### config.mk
export PLATFORM = sky130hd
export DESIGN_NAME = dms_bbpd_cp
export DESIGN_NICKNAME = d
export VERILOG_FILES = /design/src/rtl/EE_pkg.sv /design/src/rtl/dms_cp_drv.sv /design/src/rtl/dms_bbpd_cp.sv
export SDC_FILE = /design/constraint.sdc
export NUM_CORES = 1
export LEC_CHECK = 0
export BUFFER_PORTS_ARGS = -buffer_cell sky130_fd_sc_hd__buf_2
export CORE_MARGIN = 5
export CORE_UTILIZATION = 43
export CTS_CLUSTER_DIAMETER = 120
export DETAILED_ROUTE_END_ITERATION = 10
export PLACE_DENSITY = 0.82
export SLEW_MARGIN = 10
export SYNTH_ARGS = -nofsm -noshare
export SYNTH_HDL_FRONTEND = slang
export SYNTH_HIERARCHICAL = 1
export SYNTH_SLANG_ARGS = --single-unit
### constraint.sdc
create_clock -name clk -period 3.35 [get_ports clk]
set_input_delay 0.335 -clock clk [delete_from_list [all_inputs] [get_ports clk]]
set_output_delay 0.335 -clock clk [all_outputs]
set_load 0.02 [all_outputs]
### src/rtl/EE_pkg.sv
// -----------------------------------------------------------------------------
// EE_pkg
// Shared definitions for the CDR loop blocks that meet on the loop-filter node.
//   EEnet      : Thevenin source description of a node driver. V is the source
//                voltage, R the source resistance, C a spare capacitance term.
//                Each field holds an IEEE-754 double bit pattern, so the value
//                crosses ports as plain bits ($realtobits / $bitstoreal).
//   EE_HIZ     : an undriven node (0 V behind 1 TOhm).
//   pd_state_t : pulse FSM state of dms_bbpd_cp, exported so benches can use it.
// -----------------------------------------------------------------------------
package EE_pkg;

   typedef struct packed {
      logic [63:0] V;
      logic [63:0] R;
      logic [63:0] C;
   } EEnet;

   localparam EEnet EE_HIZ = '{
      V: $realtobits(0.0),
      R: $realtobits(1e12),
      C: $realtobits(0.0)
   };

   typedef enum logic [1:0] {
      IDLE     = 2'd0,
      PULSE_UP = 2'd1,
      PULSE_DN = 2'd2
   } pd_state_t;

endpackage

### src/rtl/dms_cp_drv.sv
// -----------------------------------------------------------------------------
// dms_cp_drv
// Charge-pump output stage: turns the pulse FSM state into the Thevenin source
// seen by the loop-filter node.
//   state : pulse FSM state (IDLE / PULSE_UP / PULSE_DN)
//   P     : EEnet drive onto the loop-filter node
// -----------------------------------------------------------------------------
module dms_cp_drv
   import EE_pkg::*;
#(
   parameter real V_CP = 1.2,
   parameter real R_CP = 10e3
) (
   input  pd_state_t state,
   output EEnet      P
);

   localparam EEnet EE_UP = '{V: $realtobits(V_CP), R: $realtobits(R_CP), C: $realtobits(0.0)};
   localparam EEnet EE_DN = '{V: $realtobits(0.0),  R: $realtobits(R_CP), C: $realtobits(0.0)};

   always_comb begin
      // NOTE: default assigned first so every path drives P and no latch is inferred.
      P = EE_HIZ;
      case (state)
         PULSE_UP: P = EE_UP;
         PULSE_DN: P = EE_DN;
         default:  P = EE_HIZ;
      endcase
   end

endmodule

### src/rtl/dms_bbpd_cp.sv
// -----------------------------------------------------------------------------
// dms_bbpd_cp
// Alexander bang-bang phase detector with windowed decision accumulation and a
// fixed-width charge-pump pulse generator feeding the loop-filter node.
//   clk    : recovered clock; data sampled on posedge, edge sample on negedge
//   rst_n  : asynchronous active-low reset
//   din    : serial data
//   en     : loop enable; low clears accumulation, lock and any active pulse
//   P      : Thevenin drive onto the loop-filter node (shared with dms_lpf)
//   up/dn  : charge-pump pulse active (never both)
//   locked : LOCK_WIN consecutive pulse-free windows seen
//   acc    : accumulator value (debug); shows the final window sum for the
//            cycle right after a window closes
// -----------------------------------------------------------------------------
module dms_bbpd_cp
   import EE_pkg::*;
#(
   parameter int  WIN      = 16,
   parameter int  THRESH   = 4,
   parameter int  PW       = 4,
   parameter int  LOCK_WIN = 8,
   parameter real V_CP     = 1.2,
   parameter real R_CP     = 10e3
) (
   input  logic                          clk,
   input  logic                          rst_n,
   input  logic                          din,
   input  logic                          en,
   output EEnet                          P,
   output logic                          up,
   output logic                          dn,
   output logic                          locked,
   output logic signed [$clog2(WIN)+1:0] acc
);

   localparam int ACC_W = $clog2(WIN) + 2;
   localparam int WC_W  = $clog2(WIN);
   localparam int LC_W  = $clog2(LOCK_WIN + 1);
   localparam int PC_W  = $clog2(PW + 1);

   localparam logic signed [ACC_W-1:0] ZERO    = '0;
   localparam logic signed [ACC_W-1:0] ONE     = ACC_W'(1);
   localparam logic signed [ACC_W-1:0] M_ONE   = -ONE;
   localparam logic signed [ACC_W-1:0] THR_POS = ACC_W'(THRESH);
   localparam logic signed [ACC_W-1:0] THR_NEG = -THR_POS;

   if (WIN < 2) begin : g_bad_win
      $fatal(1, "dms_bbpd_cp: WIN must be at least 2");
   end
   if (PW < 1 || PW >= WIN) begin : g_bad_pw
      $fatal(1, "dms_bbpd_cp: PW must satisfy 1 <= PW < WIN");
   end

   // ---------------- samplers (run regardless of en) ----------------
   logic d_q;        // d[n-1] while din presents d[n] at the posedge
   logic e_q;        // edge sample taken on the negedge between d[n-1] and d[n]
   logic have_prev;  // a previous data sample is held

   always_ff @(posedge clk or negedge rst_n) begin
      // NOTE: sequential state uses non-blocking assignments so every register
      // sees pre-edge values regardless of statement or process order.
      if (!rst_n) begin
         d_q       <= 1'b0;
         have_prev <= 1'b0;
      end else begin
         d_q       <= din;
         have_prev <= 1'b1;
      end
   end

   always_ff @(negedge clk or negedge rst_n) begin
      if (!rst_n) e_q <= 1'b0;
      else        e_q <= din;
   end

   // Decision: edge sample matching the new bit means the clock is late (+1),
   // matching the old bit means early (-1).
   logic signed [ACC_W-1:0] dec;
   always_comb begin
      dec = ZERO;
      if (have_prev && (din != d_q)) dec = (e_q == din) ? ONE : M_ONE;
   end

   // ---------------- window accumulation ----------------
   logic signed [ACC_W-1:0] acc_q, base, sum;
   logic                    restart_q;  // previous cycle closed a window
   logic [WC_W-1:0]         win_cnt;
   logic [LC_W-1:0]         lock_cnt;
   logic                    wrap, fire_up, fire_dn;

   // acc_q keeps the closed window's sum for one cycle; the next window
   // starts from zero instead of building on it.
   assign base    = restart_q ? ZERO : acc_q;
   assign sum     = base + dec;
   assign wrap    = en && (win_cnt == WC_W'(WIN - 1));
   assign fire_up = wrap && (sum >= THR_POS);
   assign fire_dn = wrap && (sum <= THR_NEG);

   always_ff @(posedge clk or negedge rst_n) begin
      if (!rst_n) begin
         acc_q     <= ZERO;
         restart_q <= 1'b0;
         win_cnt   <= '0;
         lock_cnt  <= '0;
      end else if (!en) begin
         acc_q     <= ZERO;
         restart_q <= 1'b0;
         win_cnt   <= '0;
         lock_cnt  <= '0;
      end else begin
         acc_q     <= sum;
         restart_q <= wrap;
         if (wrap) begin
            win_cnt <= '0;
            if (fire_up || fire_dn)                  lock_cnt <= '0;
            else if (lock_cnt != LC_W'(LOCK_WIN))    lock_cnt <= lock_cnt + 1'b1;
         end else begin
            win_cnt <= win_cnt + 1'b1;
         end
      end
   end

   // ---------------- pulse FSM ----------------
   pd_state_t       state_q, state_d;
   logic [PC_W-1:0] pw_cnt;
   logic            pw_done;

   assign pw_done = (pw_cnt == PC_W'(PW - 1));

   always_comb begin
      state_d = state_q;
      case (state_q)
         IDLE: begin
            if (fire_up)      state_d = PULSE_UP;
            else if (fire_dn) state_d = PULSE_DN;
         end
         PULSE_UP, PULSE_DN: if (pw_done) state_d = IDLE;
         default:            state_d = IDLE;
      endcase
      if (!en) state_d = IDLE;
   end

   always_ff @(posedge clk or negedge rst_n) begin
      if (!rst_n) begin
         state_q <= IDLE;
         pw_cnt  <= '0;
      end else begin
         state_q <= state_d;
         // Count only while staying in the same pulse state; entry restarts at 0.
         if (state_q != IDLE && state_d == state_q) pw_cnt <= pw_cnt + 1'b1;
         else                                       pw_cnt <= '0;
      end
   end

   assign up     = (state_q == PULSE_UP);
   assign dn     = (state_q == PULSE_DN);
   assign locked = (lock_cnt == LC_W'(LOCK_WIN));
   assign acc    = acc_q;

   dms_cp_drv #(
      .V_CP (V_CP),
      .R_CP (R_CP)
   ) u_drv (
      .state (state_q),
      .P     (P)
   );

endmodule

=== Word level (Yosys, flattened, before mapping) ===
Index checks and enable logic that the tools add are counted.
W data, S select, Z words.

* Add/sub/neg operators: 4
* $lt $le $gt $ge: 2
* Equal/unequal tests: 11
* Muxes and demuxes: 18
* Reduce and logical (&&, ||, !) cells: 10

{| class="wikitable"
|+ Operator list
! kind !! count
|-
| $pmux W190 S2 || 1
|-
| $mux W4 || 6
|-
| $mux W6 || 4
|-
| $add A4 B1 Y4 const B || 2
|-
| $eq A4 B4 Y1 const B || 2
|-
| $mux W2 || 4
|-
| $add A6 B6 Y6 || 1
|-
| $ge A6 B4 Y1 const B || 1
|-
| $le A6 B3 Y1 const B || 1
|-
| $logic_and A1 B1 Y1 || 5
|-
| $ne A4 B4 Y1 const B || 1
|-
| $pmux W2 S2 || 1
|-
| $add A3 B1 Y3 const B || 1
|-
| $eq A3 B2 Y1 const B || 1
|-
| $mux W3 || 1
|-
| $ne A3 B1 Y1 const B || 1
|-
| $eq A2 B1 Y1 const B || 1
|-
| $eq A2 B2 Y1 || 1
|-
| $eq A2 B2 Y1 const B || 1
|-
| $logic_not A2 Y1 || 1
|-
| $ne A2 B1 Y1 const B || 1
|-
| $reduce_and A2 Y1 || 1
|-
| $reduce_bool A2 Y1 || 1
|-
| $reduce_or A2 Y1 || 1
|-
| other kinds (4) || 4
|}

* Flip-flop bits (word level): 23
* Input bits: 4
* Output and inout bits: 201
* Word-level logic and storage cells: 54

=== Logic depth before layout (Yosys ltp) ===
* Depth after elaboration: 13
* Gate-level depth with buffers: 11
* Depth with buffers taken out: 11

=== Modules after synthesis ===
Netlist, hierarchy kept.

{| class="wikitable"
|+ By module, submodules not included
! module !! instances !! cells each !! area each (sq um) !! sequential area each (sq um)
|-
| dms_bbpd_cp || 1 || 157 || 1,582.8 || 575.6
|-
| dms_cp_drv || 1 || 194 || 1,446.4 || 0.0
|}

==> out/results.ini <==
[status]
status = complete, but fails checks
failed_checks = negative setup slack

[logic_synthesis]
synth_cell_types = 52
yosysTopAreaCellShare_pct = 46.8
ys_ff_latch = 23
async_flop_share_pct = 100
synth_edf_count = 0
syn_area_sq_um = 3030
ys_warn_count = 6
synth_area_leaders = buf_4, dfrtp_1, ha_1, xnor2_1, nor2_1
yosysSeqAreaShare_pct = 19.0
synth_largest_area_cell = buf_4
synth_ff_type = dfrtp_1
avgSynthCellArea_sq_um = 8.63
netlist_instances = 351

[setup_path]
critPathKind = reg2reg
r2r_cells = 11
cp-end-kind = flop
crit_buf_inv = 1
cpLargestDelayFamily = simple AND/OR/NAND/NOR gates
startpoint_type = flop
cp_data_arrival_time_ns = 4.50
cp.depth = 11
worstPathRequired_ns = 3.51
crit_top_cell = nor2_4
slowest_stage = dfrtn_1
worst-path-max-fanout = 5
cp_cell_sequence = and4bb_4 -> nor2_4 -> xnor2_1 -> ha_2 -> nor2_1 -> a221oi_4 -> nand3_1 -> a211oi_2 -> buf_4 -> nor2_4 -> nor4_1
max_stage_delay_ns = 0.44

[clock_tree]
ctsHoldBuffers = 0
clkLatencyLatePin_ns = 0.28
clk_pin_slew_ns = 0.08
clock_path_buffers = 2
cts_num_sinks = 23
cts_buffers = 3
root_buffer = clkbuf_8
cts_max_level = 1
cts_tree = done

[grt]
gr-usage-met1_pct = 12.1
grtUsageMet3_pct = 1.04
grt_max_degree = 37
grt.total_usage_pct = 10.5
antenna_found_initial = 0
use_met2_pct = 20.6
top_usage_layer = met2
grt_pass1_vias = 1597
gr-total-overflow = 0
grt_pass1_wl_um = 7710

[floorplan]
dieArea_sq_um = 8820
die_width_um = 93.9
core_sq_um = 6830
die_y_um = 93.9
std_cell_rows = 30
ios = 205
start_util_pct = 44.3

[cells_and_area]
syn2layout_area_growth_pct = -4.46
layout_commonest_cell = conb_1
nets = 402
final_cell_mix = conb_1, buf_2, dfrtp_1, buf_4, nor2_1
drive_above_1_share_pct = 31.6
fillers = 681
diodes = 0

[route]
routed_wl_um = 5450
vias = 1804
drt.antenna.violating_nets = 0
vias_per_cell = 3.77
remaining_drc_errors = 0
drt_iter0_drc = 59
drt_pass1_iterations = 4
wl_per_cell_um = 11.4

[power_and_ir_drop]
seqPwrFrac_pct = 37.7
ir_drop_mv = 0.211
switching_share_pct = 43.2
p_leak_uw = 0.00166
p_clk_share_pct = 21.1
power_density_nw_per_um2 = 282
p_int_uw = 464
comb_power_share_pct = 41.2
power_uw = 817
switchingPower_uw = 353

[timing]
tightest_slew_ns = 0.755
maxSlewViolCount = 0
skew_ns = 0.0185
slew_headroom_pct = 49.7
setup_ws_ns = -0.991
rsz0062_at_grt = true
final_hold_viol_count = 0
holdWs_ns = 0.0794
setup_viol = 10

[placed_design]
hpwl_um = 4480
place_congestion = 0.857
port-buffer-count = 63

[run]
cap_violations = 0

[worst_hold_path]
holdCritPathClass = in2async

==> layout make-up <==
cell class              instances  area, sq um  share of cell area [%]
clock inverters                 1         5.00                   0.173
multi-input cells             264         1660                    57.5
repair buffers                 80          443                    15.3
clock buffers                   3         41.3                    1.43
inverters                      12         45.0                    1.56
flip-flops and latches         23          576                    19.9
well taps                      96          120                    4.15
==> final timing paths <==
| path | endpoint | startpoint | slack, ns |
|---|---|---|---|
| worst min-delay path | win_cnt[0]$_DFF_PN0_ | rst_n | 0.08 |
| max in group asynchronous | e_q$_DFF_NN0_ | rst_n | 1.81 |
| worst max-delay path | lock_cnt[3]$_DFFE_PN0P_ | e_q$_DFF_NN0_ | -0.99 |
| worst min register to register | pw_cnt[0]$_DFF_PN0_ | pw_cnt[0]$_DFF_PN0_ | 0.44 |
| min in group clk | d_q$_DFF_PN0_ | din | 0.25 |
| worst max register to register | lock_cnt[3]$_DFFE_PN0P_ | e_q$_DFF_NN0_ | -0.99 |
==> cells in the mapped netlist (2+ instances only) <==
master,n
mux2i_1,2
nor4_1,3
o21bai_1,3
nand2_1,12
a21o_1,2
nor4b_1,2
a211oi_2,2
conb_1,3
dfrtp_1,22
nor3_1,3
nor2_1,16
a2111oi_2,2
inv_1,12
a211oi_1,2
nand4b_1,2
nor3b_1,3
buf_4,189
a21oi_1,6
ha_1,14
and2_1,4
nor2b_1,4
nand3_1,4
xor2_1,4
xnor2_1,7
==> flip-flops by register name, indices dropped and copies added, names as in the netlist <==
signal	cells
state_q	2
lock_cnt	4
win_cnt	4
d_q	1
have_prev	1
pw_cnt	3
e_q	1
acc	6
restart_q	1
==> routing by layer <==
| layer | vias to the layer above | part of all wire [%] | routed length [um] |
|---|---|---|---|
| met4 | 0 | 0.72 | 39 |
| met5 | - | 0 | 0 |
| met3 | 4 | 9.3 | 506 |
| met1 | 832 | 35 | 1890 |
| li1 | 870 | - | - |
| met2 | 98 | 55 | 3020 |
==> metrics by stage <==
stage          setup slack (ns)  setup TNS [ns]  instances  cell area, sq um  utilization (%)
2_1_floorplan            -0.800           -5.95        490              3610                -
3_3_place_gp             -0.911           -6.66        471              2710             39.6
3_5_place_dp              -1.09           -7.95        471              2710             39.6
4_1_cts                  -0.956           -7.55        475              2800             41.0
5_1_grt                   -1.11           -9.12        479              2890             42.4
6_report                 -0.991           -7.77        479              2890             42.4
==> worst register-to-register path: stages (launching register included) <==
cell and delay, ns:
dfrtn_1 0.44, and4bb_4 0.22, nor2_4 0.15, xnor2_1 0.16, ha_2 0.26, nor2_1 0.09
a221oi_4 0.34, nand3_1 0.14, a211oi_2 0.24, buf_4 0.17, nor2_4 0.05, nor4_1 0.28
==> logic make-up (layout without fill, tap and decap cells) <==
kind of cell / after synthesis / count (layout) / synth area share (%)
adders and majority gates: 14 / 14 / 5.78
DFF: 23 / 23 / 19.0
xor gates and xnor gates: 11 / 11 / 3.18
AOI/OAI and AO/OA: 28 / 28 / 8.10
buffers and inverters: 203 / 96 / 48.8
muxes: 2 / 2 / 0.661
other: 3 / 142 / 0.372
and+or+nand+nor: 67 / 67 / 14.1
==> power by group through the flow <==
stage               sequential, uW  combinational, uW  clock, uW
CTS                            308                316        180
finish                         308                336        172
global placement               313                298          0
global route                   311                365        189
detailed placement             314                305          0
floorplan                      318                368          0
==> repair_timing <==
item,in CTS,in global routing
setup buffers,0,4
resized for setup,9,9
pin swaps,3,5
setup endpoints to repair,10,10
(Power assumes the default switching activity.)
